===== config.mk =====
export PLATFORM = sky130hd
export DESIGN_NAME = i2c_init_sequencer_flat
export DESIGN_NICKNAME = d
export VERILOG_FILES = /design/src/rtl/i2c_init_sequencer_pkg.sv /design/src/rtl/i2c_init_sequencer_if.sv /design/src/rtl/i2c_init_rom.sv /design/src/rtl/i2c_init_sequencer.sv /design/src/flat_wrapper.sv
export SDC_FILE = /design/constraint.sdc
export NUM_CORES = 1
export LEC_CHECK = 0
export CAP_MARGIN = 15
export CORE_MARGIN = 8
export CORE_UTILIZATION = 50
export DETAILED_ROUTE_END_ITERATION = 10
export PLACE_DENSITY = 0.7
export SYNTH_ARGS = -nofsm -noshare
export SYNTH_HDL_FRONTEND = slang
export SYNTH_SLANG_ARGS = --single-unit

===== constraint.sdc =====
create_clock -name clk -period 6.2 [get_ports clk]
set_clock_uncertainty 0.2 [all_clocks]
set_input_delay 0.93 -clock clk [delete_from_list [all_inputs] [get_ports clk]]
set_output_delay 0.93 -clock clk [all_outputs]
set_load 0.01 [all_outputs]

===== src/rtl/i2c_init_sequencer_pkg.sv =====
// Shared definitions for the I2C init sequencer: op codes, table entry layout,
// FSM state encoding and the default HDMI transmitter init table.
package i2c_seq_pkg;

  localparam int ENTRY_W     = 26;
  localparam int TABLE_DEPTH = 64;
  localparam int OP_LSB      = 24;
  localparam int REG_LSB     = 16;
  localparam int VAL_LSB     = 8;
  localparam int MASK_LSB    = 0;

  typedef enum logic [1:0] {
    OP_WRITE = 2'd0,
    OP_POLL  = 2'd1,
    OP_DELAY = 2'd2,
    OP_END   = 2'd3
  } op_t;

  typedef struct packed {
    op_t        op;
    logic [7:0] reg_addr;
    logic [7:0] val;
    logic [7:0] mask;
  } entry_t;

  typedef enum logic [3:0] {
    S_IDLE,
    S_FETCH,
    S_DECODE,
    S_ISSUE,
    S_WAIT_ACC,
    S_WAIT_DONE,
    S_CHECK,
    S_DELAY,
    S_FINISH,
    S_FAIL
  } state_t;

  function automatic logic [ENTRY_W-1:0] make_entry(op_t op, logic [7:0] r,
                                                    logic [7:0] v, logic [7:0] m);
    logic [ENTRY_W-1:0] e;
    e = '0;
    e[OP_LSB +: 2]   = op;
    e[REG_LSB +: 8]  = r;
    e[VAL_LSB +: 8]  = v;
    e[MASK_LSB +: 8] = m;
    return e;
  endfunction

  // Wait for hot-plug/monitor sense, power up, then program the video path.
  function automatic logic [TABLE_DEPTH*ENTRY_W-1:0] hdmi_init_table();
    logic [TABLE_DEPTH*ENTRY_W-1:0] t;
    for (int i = 0; i < TABLE_DEPTH; i++)
      t[i*ENTRY_W +: ENTRY_W] = make_entry(OP_END, 8'h00, 8'h00, 8'h00);
    t[0*ENTRY_W +: ENTRY_W]  = make_entry(OP_POLL,  8'h42, 8'h60, 8'h60);
    t[1*ENTRY_W +: ENTRY_W]  = make_entry(OP_WRITE, 8'h41, 8'h10, 8'h00);
    t[2*ENTRY_W +: ENTRY_W]  = make_entry(OP_DELAY, 8'h00, 8'h01, 8'h00);
    t[3*ENTRY_W +: ENTRY_W]  = make_entry(OP_WRITE, 8'h98, 8'h03, 8'h00);
    t[4*ENTRY_W +: ENTRY_W]  = make_entry(OP_WRITE, 8'h9A, 8'hE0, 8'h00);
    t[5*ENTRY_W +: ENTRY_W]  = make_entry(OP_WRITE, 8'h9C, 8'h30, 8'h00);
    t[6*ENTRY_W +: ENTRY_W]  = make_entry(OP_WRITE, 8'h9D, 8'h61, 8'h00);
    t[7*ENTRY_W +: ENTRY_W]  = make_entry(OP_WRITE, 8'hA2, 8'hA4, 8'h00);
    t[8*ENTRY_W +: ENTRY_W]  = make_entry(OP_WRITE, 8'hA3, 8'hA4, 8'h00);
    t[9*ENTRY_W +: ENTRY_W]  = make_entry(OP_WRITE, 8'hE0, 8'hD0, 8'h00);
    t[10*ENTRY_W +: ENTRY_W] = make_entry(OP_WRITE, 8'hF9, 8'h00, 8'h00);
    t[11*ENTRY_W +: ENTRY_W] = make_entry(OP_WRITE, 8'h15, 8'h00, 8'h00);
    t[12*ENTRY_W +: ENTRY_W] = make_entry(OP_WRITE, 8'h16, 8'h30, 8'h00);
    t[13*ENTRY_W +: ENTRY_W] = make_entry(OP_WRITE, 8'hAF, 8'h06, 8'h00);
    return t;
  endfunction

endpackage


===== src/rtl/i2c_init_sequencer_if.sv =====
// Request/response bundle between the init sequencer and the I2C transaction wrapper.
interface i2c_init_sequencer_if;
  logic [6:0] chip_addr;
  logic [7:0] reg_addr;
  logic [7:0] value;
  logic       enable;
  logic       is_read;
  logic [7:0] data;
  logic       done;
  logic       ack_error;

  modport master (
    output chip_addr, reg_addr, value, enable, is_read,
    input  data, done, ack_error
  );

  modport slave (
    input  chip_addr, reg_addr, value, enable, is_read,
    output data, done, ack_error
  );
endinterface


===== src/rtl/i2c_init_rom.sv =====
// Synchronous command table ROM; one cycle from addr to entry.
module i2c_init_rom
  import i2c_seq_pkg::*;
#(
  parameter int                               ROM_AW = 6,
  parameter logic [(2**ROM_AW)*ENTRY_W-1:0]  TABLE  = hdmi_init_table()
) (
  input  logic               clk,
  input  logic [ROM_AW-1:0]  addr,
  output logic [ENTRY_W-1:0] entry
);

  // Registered table lookup.
  always_ff @(posedge clk) begin
    entry <= TABLE[addr*ENTRY_W +: ENTRY_W];
  end

endmodule


===== src/rtl/i2c_init_sequencer.sv =====
// Walks the init command table and issues one I2C transaction at a time,
// with NACK retry, polled reads and timed delays.
module i2c_init_sequencer
  import i2c_seq_pkg::*;
#(
  parameter logic [6:0]                      CHIP_ADDR  = 7'h39,
  parameter int                              ROM_AW     = 6,
  parameter int                              DELAY_UNIT = 27000,
  parameter int                              MAX_RETRY  = 3,
  parameter int                              POLL_LIMIT = 255,
  parameter logic [(2**ROM_AW)*ENTRY_W-1:0]  TABLE      = hdmi_init_table()
) (
  input  logic                clk,
  input  logic                reset,
  input  logic                start,
  i2c_init_sequencer_if.master bus,
  output logic                busy,
  output logic                init_done,
  output logic                error,
  output logic [ROM_AW-1:0]   err_index
);

  localparam int DLY_W = $clog2(255*DELAY_UNIT+1);

  state_t             state, next_state;
  logic [ROM_AW-1:0]  index;
  logic [ENTRY_W-1:0] rom_data;
  entry_t             ent;
  logic [7:0]         retry_cnt, poll_cnt;
  logic [DLY_W-1:0]   dly_cnt;
  logic [7:0]         rd_data;
  logic               nack;
  logic               last_entry, nack_over, poll_miss, poll_over;

  i2c_init_rom #(.ROM_AW(ROM_AW), .TABLE(TABLE)) u_rom (
    .clk   (clk),
    .addr  (index),
    .entry (rom_data)
  );

  // rom_data stays valid for the whole entry because index only moves on advance.
  assign ent        = entry_t'(rom_data);
  assign last_entry = (index == '1);
  assign nack_over  = (int'(retry_cnt) + 1) > MAX_RETRY;
  assign poll_miss  = (ent.op == OP_POLL) && ((rd_data & ent.mask) != (ent.val & ent.mask));
  assign poll_over  = (int'(poll_cnt) + 1) > POLL_LIMIT;

  // State register.
  always_ff @(posedge clk) begin
    if (reset) state <= S_IDLE;
    else       state <= next_state;
  end

  // Next-state logic; running off the end of the table counts as END.
  always_comb begin
    next_state = state;
    case (state)
      S_IDLE:      if (start) next_state = S_FETCH;
      S_FETCH:     next_state = S_DECODE;
      S_DECODE: begin
        case (ent.op)
          OP_WRITE, OP_POLL: next_state = S_ISSUE;
          OP_DELAY:          next_state = S_DELAY;
          default:           next_state = S_FINISH;
        endcase
      end
      S_ISSUE:     if (bus.done) next_state = S_WAIT_ACC;
      S_WAIT_ACC:  if (!bus.done) next_state = S_WAIT_DONE;
      S_WAIT_DONE: if (bus.done) next_state = S_CHECK;
      S_CHECK: begin
        if (nack)           next_state = nack_over ? S_FAIL : S_ISSUE;
        else if (poll_miss) next_state = poll_over ? S_FAIL : S_ISSUE;
        else                next_state = last_entry ? S_FINISH : S_FETCH;
      end
      S_DELAY:     if (dly_cnt == '0) next_state = last_entry ? S_FINISH : S_FETCH;
      S_FINISH:    next_state = S_IDLE;
      S_FAIL:      next_state = S_IDLE;
      default:     next_state = S_IDLE;
    endcase
  end

  // Control registers: table index, retry/poll counters and sticky status.
  always_ff @(posedge clk) begin
    if (reset) begin
      index     <= '0;
      retry_cnt <= '0;
      poll_cnt  <= '0;
      init_done <= 1'b0;
      error     <= 1'b0;
      err_index <= '0;
    end else begin
      case (state)
        S_IDLE: if (start) begin
          index     <= '0;
          retry_cnt <= '0;
          poll_cnt  <= '0;
          init_done <= 1'b0;
          error     <= 1'b0;
          err_index <= '0;
        end
        S_CHECK: begin
          if (nack)           retry_cnt <= retry_cnt + 8'd1;
          else if (poll_miss) poll_cnt  <= poll_cnt + 8'd1;
          else begin
            index     <= index + 1'b1;
            retry_cnt <= '0;
            poll_cnt  <= '0;
          end
        end
        S_DELAY:  if (dly_cnt == '0) index <= index + 1'b1;
        S_FINISH: init_done <= 1'b1;
        S_FAIL: begin
          error     <= 1'b1;
          err_index <= index;
        end
        default: ;
      endcase
    end
  end

  // Datapath: capture wrapper response and run the delay countdown.
  always_ff @(posedge clk) begin
    if (state == S_WAIT_DONE && bus.done) begin
      rd_data <= bus.data;
      nack    <= bus.ack_error;
    end
    if (state == S_DECODE)
      dly_cnt <= DLY_W'(int'(ent.val) * DELAY_UNIT);
    else if (state == S_DELAY && dly_cnt != '0)
      dly_cnt <= dly_cnt - 1'b1;
  end

  // Outputs: request fields are only driven while a transaction is in flight.
  always_comb begin
    bus.chip_addr = CHIP_ADDR;
    bus.reg_addr  = 8'h00;
    bus.value     = 8'h00;
    bus.is_read   = 1'b0;
    bus.enable    = 1'b0;
    busy          = (state != S_IDLE);
    if (state == S_ISSUE || state == S_WAIT_ACC || state == S_WAIT_DONE) begin
      bus.reg_addr = ent.reg_addr;
      bus.value    = (ent.op == OP_WRITE) ? ent.val : 8'h00;
      bus.is_read  = (ent.op == OP_POLL);
      bus.enable   = (state == S_ISSUE) && bus.done;
    end
  end

endmodule


===== src/flat_wrapper.sv =====
// flat-port wrapper written by rule: the top's interface ports become plain ports
module i2c_init_sequencer_flat import i2c_seq_pkg::*;
#(
  parameter logic [6:0]                      CHIP_ADDR  = 7'h39,
  parameter int                              ROM_AW     = 6,
  parameter int                              DELAY_UNIT = 27000,
  parameter int                              MAX_RETRY  = 3,
  parameter int                              POLL_LIMIT = 255,
  parameter logic [(2**ROM_AW)*ENTRY_W-1:0]  TABLE      = hdmi_init_table()
)
  (clk, reset, start, busy, init_done, error, err_index, bus_chip_addr, bus_reg_addr, bus_value, bus_enable, bus_is_read, bus_data, bus_done, bus_ack_error);
  i2c_init_sequencer_if bus_i ();
  input  logic clk;
  input  logic reset;
  input  logic start;
  output logic busy;
  output logic init_done;
  output logic error;
  output logic [ROM_AW-1:0] err_index;
  output wire logic [$bits(bus_i.chip_addr)-1:0] bus_chip_addr;
  output wire logic [$bits(bus_i.reg_addr)-1:0] bus_reg_addr;
  output wire logic [$bits(bus_i.value)-1:0] bus_value;
  output wire logic [$bits(bus_i.enable)-1:0] bus_enable;
  output wire logic [$bits(bus_i.is_read)-1:0] bus_is_read;
  input wire logic [$bits(bus_i.data)-1:0] bus_data;
  input wire logic [$bits(bus_i.done)-1:0] bus_done;
  input wire logic [$bits(bus_i.ack_error)-1:0] bus_ack_error;
  assign bus_chip_addr = bus_i.chip_addr;
  assign bus_reg_addr = bus_i.reg_addr;
  assign bus_value = bus_i.value;
  assign bus_enable = bus_i.enable;
  assign bus_is_read = bus_i.is_read;
  assign bus_i.data = bus_data;
  assign bus_i.done = bus_done;
  assign bus_i.ack_error = bus_ack_error;
  i2c_init_sequencer #(.CHIP_ADDR(CHIP_ADDR), .ROM_AW(ROM_AW), .DELAY_UNIT(DELAY_UNIT), .MAX_RETRY(MAX_RETRY), .POLL_LIMIT(POLL_LIMIT), .TABLE(TABLE)) u_core (.clk(clk), .reset(reset), .start(start), .bus(bus_i), .busy(busy), .init_done(init_done), .error(error), .err_index(err_index));
endmodule

==> results of run 1 <==
-- through the flow --
stage	area (um^2)	cells	util
after global routing	6750	864	0.565
after global placement	6420	848	0.536
final	6750	864	0.565
after floorplan	6100	701	-
after CTS	6750	864	0.565
after detailed placement	6420	848	0.536
-- routing by layer --
metal  GRT usage  up-vias  routed length (um)
li1            -     2493                   -
met1       0.208     2381                6000
met2       0.302      107                6720
met3      0.0331       15                 598
met4      0.0715        0                 240
met5           0        -                   0
-- layout make-up --
class	count	area [um^2]	area share
Multi-Input combinational cell	532	3900	0.577
Sequential cell	78	1790	0.265
Timing Repair Buffer	32	320	0.0474
Clock buffer	13	272	0.0402
Inverter	59	221	0.0328
Tap cell	147	184	0.0272
Clock inverter	3	65.1	0.00963
-- Yosys cell counts, types with 9 or more instances --
cell,count,share of area
sky130_fd_sc_hd__nand2b_1,11,0.011
sky130_fd_sc_hd__a21o_1,10,0.012
sky130_fd_sc_hd__a21oi_1,40,0.033
sky130_fd_sc_hd__edfxtp_1,23,0.11
sky130_fd_sc_hd__inv_1,59,0.036
sky130_fd_sc_hd__mux2i_1,14,0.023
sky130_fd_sc_hd__o22ai_1,13,0.013
sky130_fd_sc_hd__buf_4,11,0.014
sky130_fd_sc_hd__nand4_1,9,0.0093
sky130_fd_sc_hd__xnor2_1,22,0.032
sky130_fd_sc_hd__ha_1,69,0.14
sky130_fd_sc_hd__nand3_1,20,0.016
sky130_fd_sc_hd__xor2_1,18,0.026
sky130_fd_sc_hd__nor3_1,21,0.017
sky130_fd_sc_hd__o21ai_0,18,0.015
sky130_fd_sc_hd__and2_1,18,0.019
sky130_fd_sc_hd__dfxtp_1,55,0.18
sky130_fd_sc_hd__nor2_1,73,0.045
sky130_fd_sc_hd__fa_1,17,0.056
sky130_fd_sc_hd__clkbuf_1,15,0.0093
sky130_fd_sc_hd__nand2_1,42,0.026
sky130_fd_sc_hd__nor4_1,10,0.010
-- worst max-delay path: stages, from the launching register on --
cell                       delay (ns)
sky130_fd_sc_hd__dfxtp_1         0.43
sky130_fd_sc_hd__fa_1            0.62
sky130_fd_sc_hd__inv_1           0.06
sky130_fd_sc_hd__fa_1            0.47
sky130_fd_sc_hd__inv_1           0.04
sky130_fd_sc_hd__ha_1            0.27
sky130_fd_sc_hd__inv_1           0.05
sky130_fd_sc_hd__fa_1            0.53
sky130_fd_sc_hd__inv_1           0.04
sky130_fd_sc_hd__ha_1            0.35
sky130_fd_sc_hd__a21o_1          0.23
sky130_fd_sc_hd__o21bai_1        0.22
sky130_fd_sc_hd__a2111o_1        0.45
sky130_fd_sc_hd__and4_1          0.21
sky130_fd_sc_hd__nor3_1          0.27
sky130_fd_sc_hd__o21ai_0         0.13
-- power by group through the flow --
stage                     sequential (mW)  clock (mW)  combinational, mW
after floorplan                     0.694           0               1.45
after global routing                0.744       0.625               2.09
after detailed placement            0.741           0               1.84
final                               0.731       0.593               1.83
after global placement              0.735           0               1.79
after CTS                           0.729       0.602               1.85
-- cell families (layout without fill, tap and decap cells) --
family / Yosys count / after routing
buffers and inverters: 91 / 107
AOI/OAI and AO/OA: 144 / 144
adders and majority gates: 86 / 86
other: 2 / 8
DFF: 78 / 78
xor gates and xnor gates: 40 / 40
muxes: 16 / 16
and+or+nand+nor: 238 / 238
-- final timing paths --
check	startpoint	end	cells after the start
worst max register to register	u_core.u_rom.entry[13]$_SDFF_PP0_	u_core.dly_cnt[21]$_DFFE_PP_	15
worst min-delay path	u_core.error$_SDFFE_PP0P_	u_core.error$_SDFFE_PP0P_	2
worst min register to register	u_core.error$_SDFFE_PP0P_	u_core.error$_SDFFE_PP0P_	2
worst max-delay path	u_core.u_rom.entry[13]$_SDFF_PP0_	u_core.dly_cnt[21]$_DFFE_PP_	15
-- cell usage in the layout (no fill, tap or decap), types with 4 or more instances in the layout --
master / Yosys / routed
sky130_fd_sc_hd__a211oi_1: 5 / 5
sky130_fd_sc_hd__a21o_1: 10 / 10
sky130_fd_sc_hd__a21oi_1: 40 / 40
sky130_fd_sc_hd__a22oi_1: 8 / 8
sky130_fd_sc_hd__a311oi_1: 5 / 5
sky130_fd_sc_hd__a31oi_1: 8 / 8
sky130_fd_sc_hd__and2_1: 18 / 18
sky130_fd_sc_hd__and3_1: 5 / 5
sky130_fd_sc_hd__clkbuf_16: 0 / 10
sky130_fd_sc_hd__clkdlybuf4s50_1: 0 / 32
sky130_fd_sc_hd__conb_1: 2 / 8
sky130_fd_sc_hd__dfxtp_1: 55 / 55
sky130_fd_sc_hd__edfxtp_1: 23 / 23
sky130_fd_sc_hd__fa_1: 17 / 17
sky130_fd_sc_hd__ha_1: 69 / 69
sky130_fd_sc_hd__inv_1: 59 / 59
sky130_fd_sc_hd__mux2i_1: 14 / 14
sky130_fd_sc_hd__nand2_1: 42 / 42
sky130_fd_sc_hd__nand2b_1: 11 / 11
sky130_fd_sc_hd__nand3_1: 20 / 20
sky130_fd_sc_hd__nand4_1: 9 / 9
sky130_fd_sc_hd__nor2_1: 73 / 73
sky130_fd_sc_hd__nor3_1: 21 / 21
sky130_fd_sc_hd__nor3b_1: 5 / 5
sky130_fd_sc_hd__nor4_1: 10 / 10
sky130_fd_sc_hd__o211ai_1: 4 / 4
sky130_fd_sc_hd__o21a_1: 7 / 7
sky130_fd_sc_hd__o21ai_0: 18 / 18
sky130_fd_sc_hd__o22a_1: 4 / 4
sky130_fd_sc_hd__o22ai_1: 13 / 13
sky130_fd_sc_hd__or3_1: 5 / 5
sky130_fd_sc_hd__xnor2_1: 22 / 22
sky130_fd_sc_hd__xor2_1: 18 / 18
-- sequential cells by signal, indices dropped and copies added, names as in the netlist, 2 cells and up --
register and count:
u_core.retry_cnt 8, u_core.index 6, u_core.dly_cnt 23, u_core.rd_data 2
u_core.err_index 6, u_core.poll_cnt 8, u_core.state 4, u_core.u_rom.entry 18
==> parameters.txt, run 1 <==
Parameter                              Value

Outcome
  Status    finished, final reports clean

Die
  Initial core utilization    0.508
  Die X-Extent    126 um
  I/O Pins    47
  Die footprint    roughly 16000 um^2
  Cell Rows    40
  Height of the die    126 um
  Core outline area    12000 um^2

Power
  Switching power total    1.38 mW
  Cell leakage power    roughly 2.8 nW
  Power density relative to cell area    ~470 nW/um^2
  Comb pwr share    0.581
  Overall Power    3.16 mW
  Maximum vdd ir drop    0.277 mV
  Net switching share of the total power    0.438
  Clock network fraction of total power    0.188
  Fraction of power consumed by sequential logic    0.231
  Cell internal pwr    between 1.5 and 2 mW

Global routing
  Initial antenna violation count    0
  Via count of the first global-routing pass    4967
  First-pass GRT wire length    23100 um
  Pin count of the biggest net entering global routing    28
  Total global routing track utilization    0.174
  Global route total overflow    0

Yosys
  Post-synth top flop    sky130_fd_sc_hd__dfxtp_1
  Yosys warning count    0
  Syn avg cell area    8.75 um^2
  Compound-Gate Fraction of Synth Area    0.157
  Area share of fa/ha/maj cells after synthesis    0.198
  Post-synth design cell area    6080 um^2
  Number of flops mapped to enable cells by yosys    23
  Post-synthesis share of cell area spent on xor and xnor gates    0.0576
  Mux cell area share after synthesis    0.0267
  Synth cell types    66
  Share of synthesized flip-flops with an asynchronous set or reset    0
  Synthesized instance count    695
  Synth Register Bits    78
  Main combinational cell family by area after synthesis    adder cells
  Fraction of the mapped netlist area in simple logic gates    0.196
  Sequential area share after synthesis    0.295

STA
  Clock period minus worst slack    4.86 ns
  Period utilization    0.784
  Final setup slack of the worst path    1.34 ns
  Worst-margin pin slew    1.03 ns
  Setup TNS Final    0 ns
  Final worst hold slack    roughly 0.29 ns
  Final Hold Fails    0
  Worst relative slew slack    0.309
  RSZ-0062 raised after global routing    no
  Final setup viols    0
  Number of max-slew violations in the final report    0
  Highest attainable clock frequency    about 210 MHz

Route
  WL per Instance    between 15 and 20 um
  Wire length after detailed routing    13600 um
  Number of design-rule violations left by the first detailed-router iteration    268
  Vias    4996
  Via density    roughly 5.8
  Number of search-and-repair iterations in the first detailed-routing pass    5
  Antenna-violating nets left    0
  Number of design rule violations left after detail routing    0

Flow run
  Count of max-cap constraint violations    0

Placed design
  Placed wire-length estimate    approximately 10000 um
  Port Buffers    32
  Post-Place Worst Slack    1.33 ns
  Weighted congestion reported at the end of routability-driven placement    0.873

Final layout
  N_diodes    0
  Net total in the final layout    811
  Share of post-route cells with drive strength above 1    0.0377
  Area added between synthesis and finish    11.0%
  Final-layout fill cell count    1071

Critical path
  WP data required    between 6 and 7 ns
  Worst reg-to-reg setup slack    between 1 and 1.5 ns
  Type of element capturing the critical path    flop
  Crit path DAT    4.73 ns
  Category of the most critical setup path    reg2reg
  Launching element type of the critical path    flop
  Maximum fanout encountered on the critical timing path    7

Clock tree
  CTS clock-pin slew for the worst setup and hold paths    about 0.06 ns
  CTS resizes    0
  Root buffer selected by CTS    sky130_fd_sc_hd__clkbuf_16
  Clock sinks    78
  Worst-case clock buffer depth    2
  Number of buffers created by CTS    9
  Hold Buf Count CTS    0
  H-tree lvl count    3
  Clock latency on the worst-skew pair    0.34 ns
  Post-CTS Setup Inserts    0
  Clock tree from TritonCTS    built

Min path
  Classification of the worst-slack hold path    reg2reg
Note: power is estimated with default switching activity, not from simulation.
==> run 2: changes to the inputs <==
Clock period 6.2 ns to 4.7 ns, I/O delays scaled along.
==> run 2 against run 1 <==
Largest power group unchanged. Routed wire length is 1.9% lower. Highest routed layer unchanged. Sequential power is 28% higher. Count of clock-buffer cells in the layout is 2 lower. Via count is 0.48% higher. Die area stayed put. Register-to-register slack worse by 1.2 ns. Critical endpoint is now u_core.dly_cnt[19]$_DFFE_PP_. First-iteration DRC count is 4.9% higher. Critical path depth stayed put.
==> parameters.txt, run 2 (synthesized netlist as in run 1, its figures left out) <==
Parameter                              Value

STA
  Final Hold Fails    0 (unchanged)
  Number of max-slew violations in the final report    0 (unchanged)
  Worst-margin pin slew    1.10 ns (+0.0736 ns)
  Worst relative slew slack    0.259 (-0.0495)
  Setup TNS Final    0 ns (unchanged)
  Final setup viols    0 (unchanged)
  Period utilization    0.960 (+0.177)
  Clock period minus worst slack    4.51 ns (-0.344 ns)
  Highest attainable clock frequency    222 MHz (+7.6%)
  RSZ-0062 raised after global routing    no

Final layout
  N_diodes    0 (unchanged)
  Share of post-route cells with drive strength above 1    0.0456 (+0.00799)
  Register with the most flip-flops    u_core.dly_cnt
  Most frequent cells in the layout    sky130_fd_sc_hd__nor2_1, sky130_fd_sc_hd__ha_1, sky130_fd_sc_hd__inv_1
  Net total in the final layout    817 (+0.74%)
  Final Util    0.562 (-0.00209)
  Max reg flops    23 (unchanged)
  Most common cell after layout, fill and taps aside    sky130_fd_sc_hd__nor2_1
  Largest registers    u_core.dly_cnt: 23 flops, u_core.u_rom.entry: 18 flops
  Area added between synthesis and finish    10.6%

Die
  Height of the die    126 um (unchanged)
  Initial core utilization    0.508 (unchanged)
  Die X-Extent    126 um (unchanged)
  Core outline area    12000 um^2 (unchanged)
  Cell Rows    40 (unchanged)
  I/O Pins    47 (unchanged)
  Die footprint    15900 um^2 (unchanged)

Clock tree
  CTS resizes    0 (unchanged)
  Clock sinks    78 (unchanged)
  Root buffer selected by CTS    sky130_fd_sc_hd__clkbuf_16
  Hold Buf Count CTS    0 (unchanged)
  CTS clock-pin slew for the worst setup and hold paths    0.06 ns (about the same)
  Clock latency on the worst-skew pair    0.34 ns (about the same)
  Worst-case clock buffer depth    2 (unchanged)
  H-tree lvl count    3 (unchanged)
  Clock tree from TritonCTS    built
  Post-CTS Setup Inserts    0 (unchanged)
  Number of buffers created by CTS    9 (unchanged)

Placed design
  Weighted congestion reported at the end of routability-driven placement    0.890 (+1.9%)
  Port Buffers    32 (unchanged)
  Placed wire-length estimate    10100 um (-0.93%)

Min path
  Classification of the worst-slack hold path    reg2reg
  Startpoint of the lowest-slack hold path    u_core.error$_SDFFE_PP0P_

Global routing
  Global route total overflow    0 (unchanged)
  First-pass GRT wire length    23300 um (+0.90%)
  Pin count of the biggest net entering global routing    28 (unchanged)
  Initial antenna violation count    0 (unchanged)
  Total global routing track utilization    0.173 (-0.00103)
  Via count of the first global-routing pass    5014 (+0.95%)

Critical path
  Buffers plus inverters on the worst setup path    4 (unchanged)
  Cell at the slowest stage of the critical path    sky130_fd_sc_hd__fa_1
  Crit path DAT    4.40 ns (-0.33 ns)
  Launch point of the worst reg-to-reg path    u_core.u_rom.entry[13]$_SDFF_PP0_
  WP data required    4.59 ns (-1.48 ns)
  Maximum fanout encountered on the critical timing path    5 (-2)
  Type of element capturing the critical path    flop
  Source of the critical timing path    u_core.u_rom.entry[13]$_SDFF_PP0_
  CP Cell Sequence    fa_1, inv_1, fa_1, inv_1, ha_1, inv_1, fa_1, inv_1, ha_1, a21o_1, o21bai_1, a2111o_1, nand2_1, mux2i_1, or3_1
  Launching element type of the critical path    flop
  Category of the most critical setup path    reg2reg
  Slowest cell delay on critical path    0.57 ns (-0.05 ns)
  CP delay by family, top    adder cells
  Most used cell along the critical path    sky130_fd_sc_hd__inv_1

Power
  Cell leakage power    2.77 nW (-0.20%)
  Maximum vdd ir drop    0.244 mV (-12%)
  Power density relative to cell area    599 nW/um^2 (+28%)
  Overall Power    4.03 mW (+28%)

Outcome
  Status    finished, final reports clean

Route
  Number of design-rule violations left by the first detailed-router iteration    281 (+4.9%)
  Vias    5020 (+0.48%)
  Number of search-and-repair iterations in the first detailed-routing pass    5 (unchanged)
  Antenna-violating nets left    0 (unchanged)
  Via density    5.77 (-0.21%)
  WL per Instance    15.3 um (-2.6%)
  Number of design rule violations left after detail routing    0 (unchanged)
  Wire length after detailed routing    13300 um (-1.9%)

Flow run
  Count of max-cap constraint violations    0 (unchanged)
-- run 2: cell types whose count changed in the layout (fill, tap and decap cells not counted), sizes merged --
cell | previous run | this run
clkinvlp | 0 | 1
clkinv | 1 | 2
clkbuf | 13 | 11
inv | 59 | 61
bufinv | 2 | 0
buf | 0 | 6
-- run 2: area by class of cell --
type | count | area (um^2)
tap | 147 | 184
timing repair buffer | 38 | 365
inverter | 59 | 221
sequential | 78 | 1790
multi-input combinational | 532 | 3900
clock buffer | 11 | 233
fill | 1051 | 5230
clock inverter | 5 | 33.8
-- run 2: routing by layer --
layer | global-route usage | routed length (um) | up-vias
li1 | - | - | 2492
met1 | 0.211 | 6020 | 2425
met2 | 0.302 | 6510 | 87
met3 | 0.0302 | 540 | 16
met4 | 0.0609 | 226 | 0
met5 | 0 | 0 | -
-- run 2: final timing paths --
check	end	slack, ns	cells after the start
worst max-delay path	u_core.dly_cnt[19]$_DFFE_PP_	0.19	15
worst min-delay path	u_core.error$_SDFFE_PP0P_	0.30	2
worst max register to register	u_core.dly_cnt[19]$_DFFE_PP_	0.19	15
worst min register to register	u_core.error$_SDFFE_PP0P_	0.30	2
-- run 2: through the flow --
step | instances | setup WS [ns] | hold slack, ns | instance area [um^2]
final | 870 | 0.186 | 0.300 | 6730
after global routing | 870 | 0.00705 | 0.327 | 6730
after CTS | 870 | 0.112 | 0.302 | 6730
after detailed placement | 854 | 0.136 | 0.286 | 6460
after global placement | 854 | 0.150 | 0.269 | 6460
after floorplan | 701 | 0.289 | 0.248 | 6100
-- run 2: report_power, final --
group / switching (mW) / internal, mW / total [mW]
registers: 0.114 / 0.823 / 0.937
logic: 1.43 / 1.02 / 2.46
clock network: 0.277 / 0.358 / 0.636
total: 1.83 / 2.20 / 4.03
-- run 2: tightest hold or removal path, cell delays in order (launching register included) --
cell and delay, ns:
sky130_fd_sc_hd__dfxtp_1 0.33, sky130_fd_sc_hd__a21oi_1 0.06, sky130_fd_sc_hd__nor2_1 0.07
==> run 3: changes to the inputs <==
--- a/config.mk
+++ b/config.mk
@@ -7,9 +7,12 @@
 export LEC_CHECK = 0
 export CAP_MARGIN = 15
+export CELL_PAD_IN_SITES_DETAIL_PLACEMENT = 0
+export CELL_PAD_IN_SITES_GLOBAL_PLACEMENT = 1
 export CORE_MARGIN = 8
-export CORE_UTILIZATION = 50
+export CORE_UTILIZATION = 46
 export DETAILED_ROUTE_END_ITERATION = 10
-export PLACE_DENSITY = 0.7
+export PLACE_DENSITY_LB_ADDON = 0.1
 export SYNTH_ARGS = -nofsm -noshare
 export SYNTH_HDL_FRONTEND = slang
 export SYNTH_SLANG_ARGS = --single-unit
+export TNS_END_PERCENT = 10
==> constraint.sdc (replaced) <==
create_clock -name clk -period 4.7 [get_ports clk]
set_clock_uncertainty 0.2 [all_clocks]
set_input_delay 0.94 -clock clk [delete_from_list [all_inputs] [get_ports clk]]
set_output_delay 0.94 -clock clk [all_outputs]
set_load 0.01 [all_outputs]
==> run 3 against run 2 <==
Die area up 7.6%. Global-route usage grew 0.73 points. Routed wire length grew 7.0%. Register-to-register slack about the same. Via count shrank 1.9%. Sequential share of layout area down 0.38 points. Sequential cell count did not move. Hold slack worse by 0.00071 ns. Non-clock buffer count rose by 4. Highest routed layer unchanged.
==> parameters.txt, run 3 (synthesized netlist as in run 1, its figures left out) <==
Parameter                              Value

STA
  Worst relative slew slack    0.255 (-0.00413)
  Setup TNS Final    0 ns (unchanged)
  Period utilization    0.959 (-0.00150)
  Number of max-slew violations in the final report    0 (unchanged)
  Final Hold Fails    0 (unchanged)
  Highest attainable clock frequency    222 MHz (+0.16%)
  RSZ-0062 raised after global routing    no
  Final setup viols    0 (unchanged)
  Clock period minus worst slack    4.51 ns (-0.00706 ns)
  Worst-margin pin slew    1.11 ns (+0.00614 ns)

Power
  Maximum vdd ir drop    0.320 mV (+31%)
  Switching power total    1.90 mW (+4.0%)
  Clock network fraction of total power    0.166 (+0.008)
  Power density relative to cell area    615 nW/um^2 (+2.8%)
  Cell internal pwr    2.30 mW (+4.4%)
  Net switching share of the total power    0.452 (-0.000920)
  Comb pwr share    0.614 (+0.004)
  Cell leakage power    2.80 nW (+1.2%)
  Fraction of power consumed by sequential logic    0.220 (-0.013)

Clock tree
  Clock latency on the worst-skew pair    0.34 ns (about the same)
  Clock tree from TritonCTS    built
  H-tree lvl count    3 (unchanged)
  CTS clock-pin slew for the worst setup and hold paths    0.06 ns (about the same)
  Clock sinks    78 (unchanged)
  Post-CTS Setup Inserts    0 (unchanged)
  Worst-case clock buffer depth    2 (unchanged)
  Root buffer selected by CTS    sky130_fd_sc_hd__clkbuf_16
  Number of buffers created by CTS    9 (unchanged)

Final layout
  Register cell area after layout    1790 um^2 (unchanged)
  Final cell count without fillers    903 (+3.8%)
  Multi-input combinational cell area    3910 um^2 (+0.16%)
  Max reg flops    23 (unchanged)
  N_diodes    0 (unchanged)
  Area added between synthesis and finish    12.2%
  Most frequent cells in the layout    sky130_fd_sc_hd__nor2_1, sky130_fd_sc_hd__ha_1, sky130_fd_sc_hd__inv_1
  Most common cell after layout, fill and taps aside    sky130_fd_sc_hd__nor2_1
  Final-layout fill cell count    1279 (+22%)
  Largest registers    u_core.dly_cnt: 23 flops, u_core.u_rom.entry: 18 flops
  Share of post-route cells with drive strength above 1    0.0536 (+0.00800)
  Register with the most flip-flops    u_core.dly_cnt
  Net total in the final layout    821 (+0.49%)

Route
  Vias    4926 (-1.9%)
  Via density    5.46 (-5.5%)
  Wire length after detailed routing    14200 um (+7.0%)
  Antenna-violating nets left    0 (unchanged)
  Number of design rule violations left after detail routing    0 (unchanged)
  Number of search-and-repair iterations in the first detailed-routing pass    4 (-1)
  WL per Instance    15.8 um (+3.0%)
  Number of design-rule violations left by the first detailed-router iteration    277 (-1.4%)

Global routing
  Via count of the first global-routing pass    4996 (-0.36%)
  Initial antenna violation count    0 (unchanged)
  Pin count of the biggest net entering global routing    28 (unchanged)
  Global route total overflow    0 (unchanged)
  Total global routing track utilization    0.181 (+0.00726)
  First-pass GRT wire length    24400 um (+4.7%)

Die
  Cell Rows    42 (+5.0%)
  Height of the die    131 um (+3.7%)
  Core outline area    13100 um^2 (+9.4%)
  I/O Pins    47 (unchanged)
  Initial core utilization    0.465 (-0.0437)
  Die footprint    17200 um^2 (+7.6%)
  Die X-Extent    131 um (+3.7%)

Critical path
  Slowest cell delay on critical path    0.57 ns (about the same)
  Most used cell along the critical path    sky130_fd_sc_hd__inv_1
  Cell at the slowest stage of the critical path    sky130_fd_sc_hd__fa_1
  Type of element capturing the critical path    flop
  CP delay by family, top    adder cells
  Maximum fanout encountered on the critical timing path    5 (unchanged)
  Crit path DAT    4.39 ns (about the same)
  WP data required    4.58 ns (about the same)
  Launching element type of the critical path    flop
  Buffers plus inverters on the worst setup path    4 (unchanged)
  Category of the most critical setup path    reg2reg
  CP Cell Sequence    fa_1, inv_1, fa_1, inv_1, ha_1, inv_1, fa_1, inv_1, ha_1, a21o_1, o21bai_1, a2111o_1, and4_1, nor3_1, o21ai_0

Placed design
  Port Buffers    32 (unchanged)
  Weighted congestion reported at the end of routability-driven placement    0.849 (-4.6%)
  Dpl cells    887 (+3.9%)
  Placed wire-length estimate    10800 um (+6.4%)

Min path
  Classification of the worst-slack hold path    reg2reg

Outcome
  Status    finished, final reports clean

Flow run
  Count of max-cap constraint violations    0 (unchanged)
run 3: changes by cell type in the layout (fill, tap and decap cells not counted), sizes merged:
cell | previous run | this run
buf | 6 | 10
clkbuf | 11 | 10
clkinv | 2 | 3
bufinv | 0 | 1
inv | 61 | 60
run 3: worst paths after layout:
kind              slack [ns]                                to                              start  cells past startpoint
setup / recovery        0.19      u_core.dly_cnt[21]$_DFFE_PP_  u_core.u_rom.entry[13]$_SDFF_PP0_                     15
hold / removal          0.30  u_core.retry_cnt[7]$_SDFFE_PP0P_   u_core.retry_cnt[7]$_SDFFE_PP0P_                      1
setup reg to reg        0.19      u_core.dly_cnt[21]$_DFFE_PP_  u_core.u_rom.entry[13]$_SDFF_PP0_                     15
hold reg to reg         0.30  u_core.retry_cnt[7]$_SDFFE_PP0P_   u_core.retry_cnt[7]$_SDFFE_PP0P_                      1
run 3: metrics by stage:
step	worst slack, ns	total power [mW]	hold WS (ns)	instance area, um^2	util
2_1_floorplan	0.289	2.83	0.248	6100	-
3_3_place_gp	0.177	3.46	0.268	6530	0.499
3_5_place_dp	0.0994	3.52	0.283	6530	0.499
4_1_cts	0.104	4.25	0.296	6820	0.521
5_1_grt	0.0172	4.64	0.323	6820	0.522
6_report	0.193	4.20	0.299	6820	0.522
run 3: repair_timing:
| action | 4_1_cts | 5_1_grt |
|---|---|---|
| hold buffers | 0 | 0 |
| endpoints found under the setup margin | 0 | 3 |
| resized for setup | 0 | 1 |
run 3: metal layers:
metal	GRT usage	part of all wire	wire (um)
met5	0	0	0
met4	0.0567	0.015	216
met3	0.0503	0.036	512
met2	0.295	0.48	6780
met1	0.226	0.47	6720
run 3: cell type report:
type	instances	share of cell area
clock inverter	6	0.00898
timing repair buffer	42	0.0579
tap	176	0.0323
sequential	78	0.263
inverter	59	0.0325
multi-input combinational	532	0.572
clock buffer	10	0.0336
run 3: worst reg2reg max path: stages (launching register included):
cell and delay [ns]:
sky130_fd_sc_hd__dfxtp_1 0.32, sky130_fd_sc_hd__fa_1 0.57, sky130_fd_sc_hd__inv_1 0.07, sky130_fd_sc_hd__fa_1 0.48
sky130_fd_sc_hd__inv_1 0.05, sky130_fd_sc_hd__ha_1 0.27, sky130_fd_sc_hd__inv_1 0.06, sky130_fd_sc_hd__fa_1 0.54
sky130_fd_sc_hd__inv_1 0.05, sky130_fd_sc_hd__ha_1 0.30, sky130_fd_sc_hd__a21o_1 0.20, sky130_fd_sc_hd__o21bai_1 0.20
sky130_fd_sc_hd__a2111o_1 0.40, sky130_fd_sc_hd__and4_1 0.21, sky130_fd_sc_hd__nor3_1 0.23, sky130_fd_sc_hd__o21ai_0 0.12
run 3: power by group through the flow:
stage / Clock (mW) / Sequential (mW) / Combinational [mW]
after floorplan: 0 / 0.915 / 1.92
after global placement: 0 / 0.933 / 2.52
after detailed placement: 0 / 0.938 / 2.58
after CTS: 0.719 / 0.923 / 2.61
after global routing: 0.752 / 0.942 / 2.94
final: 0.697 / 0.924 / 2.58
